==> config.mk <==
export PLATFORM = sky130hd
export DESIGN_NAME = motor_countdown_timer
export DESIGN_NICKNAME = d
export VERILOG_FILES = /design/src/rtl/motor_countdown_timer_pkg.sv /design/src/rtl/motor_countdown_timer.sv
export SDC_FILE = /design/constraint.sdc
export NUM_CORES = 1
export LEC_CHECK = 0
export ABC_AREA = 0
export CORE_AREA = 2 2 39 41
export CTS_BUF_LIST = sky130_fd_sc_hd__clkbuf_4 sky130_fd_sc_hd__clkbuf_8
export DETAILED_ROUTE_END_ITERATION = 10
export DIE_AREA = 0 0 41 43
export PLACE_DENSITY = 0.7
export SETUP_SLACK_MARGIN = 0.15
export SYNTH_ARGS = -nofsm -noshare
export SYNTH_HDL_FRONTEND = slang
export SYNTH_SLANG_ARGS = --single-unit
==> constraint.sdc <==
create_clock -name i_clk -period 4.7 [get_ports i_clk]
set_input_delay 1.175 -clock i_clk [delete_from_list [all_inputs] [get_ports i_clk]]
set_output_delay 1.175 -clock i_clk [all_outputs]
set_load 0.02 [all_outputs]
==> src/rtl/motor_countdown_timer_pkg.sv <==
// Shared definitions for the motor-run countdown timer, the motor FSM and the display decoder.
// Holds the timer state encoding and the default width/ceiling of the remaining-time value.
package motor_timer_pkg;

  localparam int TIME_W_DEFAULT   = 5;
  localparam int MAX_TIME_DEFAULT = 31;

  typedef enum logic [1:0] {
    ST_IDLE  = 2'd0,
    ST_RUN   = 2'd1,
    ST_PAUSE = 2'd2,
    ST_DONE  = 2'd3
  } state_t;

endpackage

==> src/rtl/motor_countdown_timer.sv <==
// Registered countdown timer for the motor-run phase: load, tick-down, pause, cancel, retrigger, expiry pulse.
// Optional macro MOTOR_TIMER_AUTO_RELOAD_EN: expiry reloads the last saturated preset and keeps running.
module motor_countdown_timer
  import motor_timer_pkg::*;
#(
  parameter int TIME_W   = TIME_W_DEFAULT,
  parameter int MAX_TIME = MAX_TIME_DEFAULT
) (
  input  logic              i_clk,
  input  logic              i_reset,
  input  logic              i_tick,
  input  logic              i_start,
  input  logic [TIME_W-1:0] i_preset,
  input  logic              i_pause,
  input  logic              i_cancel,
  output logic [TIME_W-1:0] o_time,
  output logic              o_running,
  output logic              o_expired,
  output logic [1:0]        o_state
);

  localparam logic [TIME_W-1:0] MAX_T  = TIME_W'(MAX_TIME);
  localparam logic [TIME_W-1:0] ONE_T  = TIME_W'(1);
  localparam logic [TIME_W-1:0] ZERO_T = '0;

  state_t            state;
  state_t            state_nxt;
  logic [TIME_W-1:0] time_nxt;
  logic [TIME_W-1:0] preset_sat;
  logic              running_nxt;

  assign preset_sat = (i_preset > MAX_T) ? MAX_T : i_preset;
  assign o_state    = state;

`ifdef MOTOR_TIMER_AUTO_RELOAD_EN
  logic [TIME_W-1:0] period_q;
  logic [TIME_W-1:0] period_nxt;
`endif

  // Next-state and next-count decode; cancel beats start, start beats pause, pause beats tick.
  always_comb begin
    state_nxt = state;
    time_nxt  = o_time;
`ifdef MOTOR_TIMER_AUTO_RELOAD_EN
    period_nxt = period_q;
`endif
    if (i_cancel) begin
      state_nxt = ST_IDLE;
      time_nxt  = ZERO_T;
    end else if (i_start) begin
`ifdef MOTOR_TIMER_AUTO_RELOAD_EN
      period_nxt = preset_sat;
`endif
      time_nxt  = preset_sat;
      state_nxt = (preset_sat == ZERO_T) ? ST_DONE : ST_RUN;
    end else begin
      unique case (state)
        ST_IDLE: begin
          state_nxt = ST_IDLE;
        end
        ST_RUN: begin
          if (i_pause) begin
            state_nxt = ST_PAUSE;
          end else if (i_tick) begin
            if (o_time > ONE_T) begin
              time_nxt = o_time - ONE_T;
            end else begin
              time_nxt  = ZERO_T;
              state_nxt = ST_DONE;
            end
          end
        end
        ST_PAUSE: begin
          if (!i_pause) state_nxt = ST_RUN;
        end
        ST_DONE: begin
`ifdef MOTOR_TIMER_AUTO_RELOAD_EN
          if (period_q != ZERO_T) begin
            state_nxt = ST_RUN;
            time_nxt  = period_q;
          end else begin
            state_nxt = ST_IDLE;
          end
`else
          state_nxt = ST_IDLE;
`endif
        end
        default: begin
          state_nxt = ST_IDLE;
          time_nxt  = ZERO_T;
        end
      endcase
    end
  end

  // A looping period keeps the motor marked as running through its expiry cycle.
  always_comb begin
    running_nxt = (state_nxt == ST_RUN) || (state_nxt == ST_PAUSE);
`ifdef MOTOR_TIMER_AUTO_RELOAD_EN
    if ((state_nxt == ST_DONE) && (period_nxt != ZERO_T)) running_nxt = 1'b1;
`endif
  end

  always_ff @(posedge i_clk) begin
    if (!i_reset) begin
      state     <= ST_IDLE;
      o_time    <= ZERO_T;
      o_running <= 1'b0;
      o_expired <= 1'b0;
`ifdef MOTOR_TIMER_AUTO_RELOAD_EN
      period_q  <= ZERO_T;
`endif
    end else begin
      state     <= state_nxt;
      o_time    <= time_nxt;
      o_running <= running_nxt;
      o_expired <= (state_nxt == ST_DONE);
`ifdef MOTOR_TIMER_AUTO_RELOAD_EN
      period_q  <= period_nxt;
`endif
    end
  end

endmodule

==> results.cfg <==
[global_routing]
grt_max_degree = 10
grt_pass1_vias = 467
antenna_found_initial = 0
grt_usage_pct = 16.1
grt_pass1_wl_mm = 1.87
grt_overflow = 0

[finish]
finalNetCount = 93
n_antenna_cell = 0
seqCellArea_um2 = 180
final_core_util_pct = 52.7
stdcell_count = 94
drive_gt1_share_pct = 11.5
area_growth_pct = 49.1
fillers = 138
multi_input_area_um2 = 294

[logic_synthesis]
synth_nets = 69
synth.avg_cell_area_um2 = 8.89
synth_largest_area_cell = dfxtp_1
yosys.cell_types.count = 22
synth_edf_count = 0
synth_most_common_cell = dfxtp_1
synth-main-ff-cell = dfxtp_1
ys_seq_elements = 9
syn_area_um2 = 489
netlist_top_cells_area = dfxtp_1, ha_1, o21ai_0
synth_common_cells = dfxtp_1, o21ai_0, a21oi_1, inv_1
syn_inst = 55
synth_top_area_share_pct = 36.8
synth_seq_area_share_pct = 36.8
ys_async_sr_fraction_pct = 0
ys_warn_count = 0

[clock_network]
cts_resized = 0
numCtsBuffers = 3
cts_tree = done
insertion_delay_ps = 260
cts_sinks = 9
path_clk_slew_ps = 60
htreeDepth = 1
clockBufferDepth = 2
clockRootBuffer = clkbuf_4
hold_buffers = 0
post-cts-setup-buffers = 0

[timing]
min_period_ps = 2760
fin_setup_tns_ps = 0
finalSetupViolCount = 0
max_clock_freq_ghz = 0.363
slew_violations = 0
slew_headroom_pct = 74.3
hold_viol_final = 0
worstMarginPinSlew_ps = 382
min_period_over_period_pct = 58.7
skew_ps = 4.00
rsz0062_at_grt = false

[setup_path]
start_kind = input pin
r2r-end = o_running
r2r_slack_ps = 2760
arrival_ps = 2920
cp.required_ps = 4860
timing.rr.start = o_time[0]
cp_max_fo = 2
r2r_cells = 7
crit_type = in2reg
crit_path_end_kind = register

[route]
wirelength_mm = 1.13
antenna_left = 0
first_pass_iters = 4
vias = 480
post_drt_wl_per_cell_um = 12.0
first_iter_violations = 10
drcViolationCount = 0
viasPerCell = 5.11

[outcome]
status = completed

[floorplanning]
start_util_pct = 35.4
pin_count = 20
die_w_um = 41
core-area_mm2 = 0.00138
fp.dieH_um = 43
die_area_mm2 = 0.00176
row_count = 14

[pwr]
cellLeakagePower_nw = 0.276
power_density_mw_per_mm2 = 255
ir_drop_uv = 183

[placed_design]
hpwl_um = 898
dp_cells = 90
gp_congestion = 0.791
io_buffers = 19

[hold_path]
holdPathStages = 2
hold_class = reg2reg
hold_path_end = o_time[1]
worstHoldStart = o_time[1]

[job]
maxCapViolCount = 0
-- layer usage --
layer	vias up	GRT usage (%)	wire length, um
met5	-	0	0
met4	0	8.00	10
met3	2	9.95	68
met2	14	22.8	523
met1	209	18.0	528
li1	255	-	-
-- power breakdown --
| group | total [W] | switching, W | leakage, nW | internal, W |
|---|---|---|---|---|
| combinational | 0.0000372 | 0.0000169 | 0.184 | 0.0000203 |
| sequential | 0.0000834 | 0.00000371 | 0.0737 | 0.0000797 |
| clock | 0.0000656 | 0.0000271 | 0.0184 | 0.0000385 |
| total | 0.000186 | 0.0000478 | 0.276 | 0.000139 |
-- per-stage QoR --
stage | total power, W | instance area, um^2 | hold WS, ps | setup slack (ps)
finish | 0.000186 | 729 | 577 | 1940
global route | 0.000197 | 729 | 624 | 1810
CTS | 0.000190 | 729 | 577 | 1950
detailed placement | 0.000123 | 699 | 569 | 1670
global placement | 0.000122 | 699 | 578 | 1690
floorplan | 0.000102 | 489 | 618 | 2160
-- how the worst max path moves through the flow --
stage	start	cells after the start	slack, ps	end
after floorplan	i_preset[3]	5	2160	o_running
after global placement	i_preset[3]	6	1690	o_running
after CTS	i_preset[3]	6	1950	o_running
final	i_preset[3]	6	1940	o_running
after detailed placement	i_preset[3]	6	1670	o_running
after global routing	i_preset[3]	6	1810	o_running
-- layout by cell type, fill, tap and decap left out, drive strengths merged, types with 2 or more instances in the layout --
cell and instances:
o21ai 7, clkdlybuf4s50 19, a31oi 3, clkbuf 4, ha 3, or4 2, a211oi 2, and2 3
or3 2, dfxtp 9, a21oi 5, nor2b 3, inv 4, nor4 3
-- kinds of logic after synthesis --
logic type	Yosys count	share of synthesized area (%)
XOR/XNOR	1	1.79
flip-flops	9	36.8
AO/OA/AOI/OAI	19	23.0
adder cells (fa/ha/maj)	3	7.67
AND/OR/NAND/NOR	19	27.6
buffers and inverters	4	3.07
-- final cells by class --
class | count | share of cell area, %
multi-input cells | 42 | 40.3
repair buffers | 19 | 26.1
well taps | 16 | 2.74
clock buffers | 4 | 4.12
inverters | 4 | 2.06
flip-flops and latches | 9 | 24.7
-- worst max-delay path: stages --
cell and delay, ps:
clkdlybuf4s50_1 410, or4_1 510, o21ai_0 210, nor3b_1 220
ha_1 250, and2_1 150
-- flip-flops by register name, summed over array words and instances (netlist names) --
register and cells:
o_expired 1, o_running 1, o_state 2, o_time 5
(Power assumes the default switching activity.)
